--- src/rtl/alu_result_buffer.sv ---
// Result collector for the ALU execution units: picks one flagged result per
// cycle by fixed priority and queues it in a FWFT FIFO with sticky error tracking.
module alu_result_buffer #(
  parameter int WIDTH = 16,
  parameter int DEPTH = 4
) (
  input  logic                     CLK,
  input  logic                     RST,
  input  logic [WIDTH-1:0]         Arith_OUT,
  input  logic                     Arith_Flag,
  input  logic [WIDTH-1:0]         Logic_OUT,
  input  logic                     Logic_Flag,
  input  logic [WIDTH-1:0]         CMP_OUT,
  input  logic                     CMP_Flag,
  input  logic [WIDTH-1:0]         Shift_OUT,
  input  logic                     Shift_Flag,
  input  logic                     Out_Ready,
  input  logic                     Clr_Err,
  output logic                     Out_Valid,
  output logic [WIDTH-1:0]         Out_Data,
  output logic [1:0]               Out_Src,
  output logic [$clog2(DEPTH):0]   Count,
  output logic                     Full,
  output logic                     Empty,
  output logic                     Conflict_Err,
  output logic                     Overflow_Err,
  output logic [7:0]               Drop_Count
);

  localparam int PW = $clog2(DEPTH);

  typedef enum logic [1:0] {
    SRC_ARITH = 2'b00,
    SRC_LOGIC = 2'b01,
    SRC_CMP   = 2'b10,
    SRC_SHIFT = 2'b11
  } src_e;

  typedef struct packed {
    logic [1:0]       src;
    logic [WIDTH-1:0] data;
  } entry_t;

  entry_t               mem [DEPTH];
  logic [PW-1:0]        wr_ptr;
  logic [PW-1:0]        rd_ptr;
  logic [PW:0]          count_q;

  entry_t               sel_entry;
  logic                 push_req;
  logic                 conflict;
  logic                 pop;
  logic                 do_push;
  logic                 drop;

  // NOTE: every variable gets a default before the priority chain so no latch is inferred.
  always_comb begin
    sel_entry = '0;
    if (Arith_Flag) begin
      sel_entry.src  = SRC_ARITH;
      sel_entry.data = Arith_OUT;
    end else if (Logic_Flag) begin
      sel_entry.src  = SRC_LOGIC;
      sel_entry.data = Logic_OUT;
    end else if (CMP_Flag) begin
      sel_entry.src  = SRC_CMP;
      sel_entry.data = CMP_OUT;
    end else if (Shift_Flag) begin
      sel_entry.src  = SRC_SHIFT;
      sel_entry.data = Shift_OUT;
    end
  end

  assign push_req = Arith_Flag | Logic_Flag | CMP_Flag | Shift_Flag;
  assign conflict = (Arith_Flag & Logic_Flag) | (Arith_Flag & CMP_Flag) |
                    (Arith_Flag & Shift_Flag) | (Logic_Flag & CMP_Flag) |
                    (Logic_Flag & Shift_Flag) | (CMP_Flag & Shift_Flag);

  assign Empty     = (count_q == '0);
  assign Full      = (count_q == (PW+1)'(DEPTH));
  assign Count     = count_q;
  assign Out_Valid = ~Empty;
  assign Out_Data  = mem[rd_ptr].data;
  assign Out_Src   = mem[rd_ptr].src;

  // A full FIFO still accepts a push when the head leaves in the same cycle.
  assign pop     = Out_Valid & Out_Ready;
  assign do_push = push_req & (~Full | pop);
  assign drop    = push_req & Full & ~pop;

  // NOTE: storage is reset too, so Out_Data reads 0 after reset rather than stale data.
  always_ff @(posedge CLK or negedge RST) begin
    if (!RST) begin
      for (int i = 0; i < DEPTH; i++) mem[i] <= '0;
      wr_ptr  <= '0;
      rd_ptr  <= '0;
      count_q <= '0;
    end else begin
      if (do_push) begin
        mem[wr_ptr] <= sel_entry;
        wr_ptr      <= wr_ptr + 1'b1;
      end
      if (pop) rd_ptr <= rd_ptr + 1'b1;
      case ({do_push, pop})
        2'b10:   count_q <= count_q + 1'b1;
        2'b01:   count_q <= count_q - 1'b1;
        default: count_q <= count_q;
      endcase
    end
  end

  // Error events take precedence over a simultaneous clear.
  always_ff @(posedge CLK or negedge RST) begin
    if (!RST) begin
      Conflict_Err <= 1'b0;
      Overflow_Err <= 1'b0;
      Drop_Count   <= '0;
    end else begin
      if (conflict)     Conflict_Err <= 1'b1;
      else if (Clr_Err) Conflict_Err <= 1'b0;

      if (drop)         Overflow_Err <= 1'b1;
      else if (Clr_Err) Overflow_Err <= 1'b0;

      if (drop) begin
        if (Clr_Err)                  Drop_Count <= 8'd1;
        else if (Drop_Count != 8'hFF) Drop_Count <= Drop_Count + 1'b1;
      end else if (Clr_Err) begin
        Drop_Count <= '0;
      end
    end
  end

endmodule

--- config.mk ---
export PLATFORM = sky130hd
export DESIGN_NAME = alu_result_buffer
export DESIGN_NICKNAME = d
export VERILOG_FILES = /design/src/rtl/alu_result_buffer.sv
export SDC_FILE = /design/constraint.sdc
export NUM_CORES = 1
export LEC_CHECK = 0
export CAP_MARGIN = 30
export CORE_ASPECT_RATIO = 0.6
export CORE_MARGIN = 2
export CORE_UTILIZATION = 50
export DETAILED_ROUTE_END_ITERATION = 10
export PLACE_DENSITY = 0.79
export SLEW_MARGIN = 20
export SYNTH_ARGS = -nofsm -noshare
export SYNTH_HDL_FRONTEND = slang
export SYNTH_SLANG_ARGS = --single-unit
--- constraint.sdc ---
create_clock -name CLK -period 2.6 [get_ports CLK]
set_clock_uncertainty 0.1 [all_clocks]
set_input_delay 0.65 -clock CLK [delete_from_list [all_inputs] [get_ports CLK]]
set_output_delay 0.65 -clock CLK [all_outputs]
set_load 0.02 [all_outputs]
* Word level (Yosys, flattened, before mapping) *
Cells that the tools add are included.

cells by class
  bitwise operators = 24
  $lt $le $gt $ge = 3
  $add $sub $neg = 5
  reduce and logical (&&, ||, !) cells = 7
  eq/ne operators = 4
  mux-type cells = 18

operators with widths
  operator                                                    number
  two-way mux 18 bit                                          7
  bitwise mux 72 bit                                          1
  binary-select mux 18 bit (select 2 bit)                     1
  demux 18 bit (select 2 bit)                                 1
  two-way mux 8 bit                                           4
  bitwise AND 1 bit                                           10
  bitwise OR 1 bit                                            9
  adder 8 x 1 -> 8 bit, second input constant                 1
  inequality test 8 bit, second input constant                1
  nonzero test 2 bit                                          4
  greater-or-equal comparator 3 bit, second input constant    2
  NOT 2 -> 3 bit                                              2
  case mux 3 bit (2 select lines)                             1
  adder 2 x 1 -> 2 bit, second input constant                 2
  adder 3 x 1 -> 3 bit, second input constant                 1
  equality test 3 bit, second input constant                  1
  logical NOT 3 bit                                           1
  less-than comparator 3 x 1 -> 1 bit, second input constant  1
  two-way mux 1 bit                                           3
  NOT 1 bit                                                   3
  subtractor 3 x 1 -> 3 bit, second input constant            1
  equality test 2 x 1 -> 1 bit, second input constant         1
  equality test 2 bit, second input constant                  1
  AND reduction 2 bit                                         1
  logical AND 1 bit                                           1

storage, ports and cells
  input bits = 72
  word-level logic and storage cells = 75
  flip-flop bits (word level) = 89
  output and inout port bits = 34

* Longest topological paths before layout *
  depth in word-level cells = 7
  depth in mapped cells = 7
  depth with buffers taken out = 7

* Worst setup path after synthesis *
Ideal clock, no wire load.

  path kind = input -> register
  start = input Arith_Flag
  end = register count_q[2] (netlist: Count[2])
  path buffers = 1
  stages = 7
  library setup time = 0.150 ns
  setup slack = 0.220 ns
  data required time = 2.350 ns
  data arrival time = 2.130 ns
  cell sequence = buf_2 nor4_4 nand2_1 fa_1 nor4b_1 o21ai_0 o311ai_0

between the ends
  cells in the longest elaborated chain, start to end = 6
  elaborated cells between the ends (all ways) = 8
  those cells by class = 2 x eq/ne; 1 x mux; 4 x bitwise; 1 x reduce/logical

ends and longest elaborated chain
  element                                                                       line  text
  start: declaration                                                            10    input logic Arith_Flag,
  bitwise OR 1 bit * (3 in series)                                              74    assign push_req = Arith_Flag | Logic_Flag | CMP_Flag | Shift_Flag;
  bitwise AND 1 bit *                                                           88    assign do_push = push_req & (~Full | pop);
  equality test 2 x 1 -> 1 bit / equality test 2 bit (equally long branches)    104   case ({do_push, pop})
  case mux 3 bit (2 select lines) / nonzero test 2 bit (equally long branches)  n/a
  end signal: assignment                                                        105   2'b10: count_q <= count_q + 1'b1;
  end signal: assignment                                                        106   2'b01: count_q <= count_q - 1'b1;
  end signal: assignment                                                        107   default: count_q <= count_q;
  end: declaration                                                              47    logic [PW:0] count_q;

Mark *: on every way between the ends. The rest lies on a longest branch, timed or not.
A chain may end at the register's enable or synchronous reset.

* Final worst setup path *
  start = register rd_ptr[0]
  end = output Out_Data[11]

between the ends
  cells in the longest elaborated chain, start to end = 4

ends and longest elaborated chain
  element                                  line  text
  start: declaration                       46    logic [PW-1:0] rd_ptr;
  start signal: assignment                 103   if (pop) rd_ptr <= rd_ptr + 1'b1;
  NOT 2 -> 3 bit (not written as such)     83    assign Out_Data = mem[rd_ptr].data;
  binary-select mux 18 bit (select 2 bit)  83
  two-way mux 18 bit (2 in series)         n/a
  end: declaration                         20    output logic [WIDTH-1:0] Out_Data,

Every way passes these cells. The select of a mux whose other input is x is not followed.

==> Implementation_results.wiki <==
{| class="wikitable"
! Metric !! Value
|-
| Status || completed
|-
| Global-route usage over all layers || 25.2%
|-
| DRT met1 WL || 5360 um
|-
| Antenna violations before repair || 0
|-
| Clock Root Buffer || sky130_fd_sc_hd__clkbuf_16
|-
| Share of the synthesized area in the top cell type || 47.2%
|-
| Final antenna diode count || 0
|-
| Worst IR Drop VDD || 0.742 mV
|-
| Fraction of layout instances using a drive strength above 1 || 29.4%
|-
| Pins Over Slew Limit || 0
|-
| Number of H-tree levels || 3
|-
| Max stage delay cell, worst path || sky130_fd_sc_hd__mux4_2
|-
| WL/cell || 18.0 um
|-
| Cell internal power dissipation || 4.77 mW
|-
| Area of the core || 0.00919 mm2
|-
| Unrepaired setup endpoints after global routing || false
|-
| Met3 Routed Length || 726 um
|-
| Via count || 3,663
|-
| Height of the die || 79.3 um
|-
| Worst-path clk slew || 0.06 ns
|-
| Count of buffers added by post-CTS timing repair for setup || 0
|-
| Kind of end point of the critical path || primary output
|-
| Number of DRC markers after the initial detailed-route iteration || 184
|-
| Number of standard-cell rows in the floorplan || 27
|-
| Wire length of the first global-routing pass || 19,600 um
|-
| Worst hold-check slack || 0.198 ns
|-
| CTS Buffer Depth || 2
|-
| Type of the tightest min-delay check || in -> async
|-
| Placer Congestion || 0.915
|-
| Post-synth top area cell || sky130_fd_sc_hd__dfrtp_1
|-
| Clock power frac || 15.8%
|-
| Type of the setup path with the least slack || reg -> out
|-
| Setup violations, final || 0
|-
| Maximum fanout along the worst path || 12
|-
| Post-synthesis instance total || 396
|-
| Maximum clock rate || 392 MHz
|-
| Share of the clock period used by the worst path || 98.2%
|-
| Clock net sink count || 89
|-
| Highest metal layer with signal wires || met4
|-
| Crit path max-delay family || buffers and inverters
|-
| Grt ovf || 0
|-
| Slowest cell delay on critical path || 0.52 ns
|-
| Cell Area, Synth || 0.00472 mm2
|-
| P per Cell Area || 1140 mW/mm2
|-
| Net switching power figure || 2.57 mW
|-
| Part of the power in combinational logic || 51.7%
|-
| I/O pin total || 106
|-
| Final design utilization || 69.9%
|-
| CP Launch Type || flip-flop
|-
| HPWL after DPL || 8870 um
|-
| Net count reported at finish || 602
|-
| Pin count of the biggest net entering global routing || 45
|-
| CTS buffer count || 9
|-
| Total Negative Setup Slacks || 0 ns
|-
| Fraction of power consumed by sequential logic || 32.4%
|-
| Routed length on met2 || 5600 um
|-
| Tightest slew margin relative to the limit || 61.6%
|-
| Die area || 0.0103 mm2
|-
| Synth warnings || 0
|-
| Main area contributors after synthesis || sky130_fd_sc_hd__dfrtp_1 (47%), sky130_fd_sc_hd__mux2_2 (17%), sky130_fd_sc_hd__mux4_2 (8.6%)
|-
| Area Overhead vs Synth || 36.1%
|-
| Synthesized net count || 474
|-
| Final Hold Fails || 0
|-
| Most common library cell in the layout ignoring fill and taps || sky130_fd_sc_hd__dfrtp_1
|-
| Data required time of the worst path || 1.85 ns
|-
| Final wirelength || 11,800 um
|-
| TritonCTS clock tree || yes
|-
| Buffers on Ports || 105
|-
| Buffer and inverter count on the worst path || 2
|-
| Number of different library cells in the post-synthesis netlist || 43
|-
| Sequential share of the synthesized area || 47.2%
|-
| Remaining number of nets flagged by the antenna check after routing || 0
|-
| Highest-count cells in the layout ignoring fill and taps || sky130_fd_sc_hd__dfrtp_1 (88), sky130_fd_sc_hd__clkdlybuf4s50_1 (85), sky130_fd_sc_hd__mux2_2 (72)
|-
| Seq cells post-synth || 89
|-
| Leak Pwr || 2.80 nW
|-
| Worst EP arrival || 1.80 ns
|-
| Vias in the first global route || 3,757
|-
| Die extent in x || 129 um
|-
| DRC violations left || 0
|-
| Tmin final || 2.55 ns
|-
| Total instance count after detailed placement || 643
|-
| Syn_area_per_cell || 11.9 um2
|-
| Slew @ Worst Pin || 0.577 ns
|-
| Number of detailed-routing iterations run before antenna repair || 4
|-
| Initial Utilization || 51.4%
|-
| Max-cap violations || 0
|-
| Switching fraction of total power || 35.1%
|-
| Cell-by-cell trace of the critical path || buf_12 > mux4_2 > dlygate4sd2_1
|-
| Detailed-route vias per instance || 5.58
|-
| Worst-Skew Late Latency || 0.34 ns
|-
| Final standard cell count with taps included and fillers excluded || 657
|}
==> routing by layer <==
layer  up-vias  track usage [%]
li1       1702                -
met5         -                0
met2       118             40.9
met1      1824             34.7
met3        19             6.06
met4         0             5.48
==> Yosys cell counts, drive strengths merged <==
master,count
o21a,1
nor4b,3
o211ai,3
or4,4
xnor2,4
o21ai,21
a22o,16
or3,3
nand3,4
xor2,1
o22ai,1
mux2i,1
nor4,1
inv,25
clkbuf,15
a211oi,1
nor3,2
fa,1
and3,2
dfrtp,89
ha,5
o311ai,1
buf,11
a21oi,41
nor2,11
nand4,2
a2111oi,1
o31ai,3
nand3b,1
mux4,18
mux2,72
nand2,28
and2,3
a21o,1
==> state kept, by name, indices dropped and copies added, names as in the netlist <==
name,count
mem,72
Drop_Count,8
Count,3
wr_ptr,2
Overflow_Err,1
rd_ptr,2
Conflict_Err,1
==> layout make-up <==
type	instances	area, um2
multi-input combinational	256	2270
timing repair buffer	143	1420
fill	649	2760
tap	130	163
sequential	89	2230
inverter	25	93.8
clock buffer	9	225
clock inverter	5	33.8
==> logic make-up (layout without fill, tap and decap cells) <==
logic type      after synthesis  in the layout  synth area share (%)
fa+ha+maj                     6              6                  1.75
simple gates                 64             64                  7.63
xor+xnor                      5              5                 0.928
flops                        89             89                  47.2
compound gates               90             90                  11.7
mux                          91             91                  26.0
buf+inv                      51            182                  4.82
==> metrics by stage <==
step	area, um2	power, mW	setup slack, ns
6_report	6420	7.34	0.0469
5_1_grt	6420	7.77	0.000684
4_1_cts	6420	7.39	0.0259
3_5_place_dp	6180	6.41	-0.336
3_3_place_gp	6180	6.22	-0.181
2_1_floorplan	4720	4.73	0.220
==> worst paths after layout <==
path                                 from           end  slack [ns]  cells after the start
worst max-delay path            rd_ptr[0]  Out_Data[11]        0.05                      3
worst min-delay path                  RST       mem[55]        0.20                      1
worst max register to register   Count[1]      Count[1]        0.43                      6
worst min register to register    mem[28]       mem[28]        0.40                      1
max in group asynchronous             RST     rd_ptr[0]        1.59                      2
min in group CLK                  mem[28]       mem[28]        0.40                      1
==> power groups by stage <==
stage	clock network (mW)	registers (mW)	logic [mW]
global route	1.25	2.46	4.06
floorplan	0	2.33	2.40
CTS	1.19	2.38	3.82
global placement	0	2.34	3.87
detailed placement	0	2.40	4.01
finish	1.16	2.38	3.80
==> timing repair <==
action | in CTS | in global routing
endpoints found under the setup margin | 20 | 4
gates resized for setup | 21 | 4
hold buffers | 0 | 0
No activity file was read; power rests on OpenSTA's default activity.
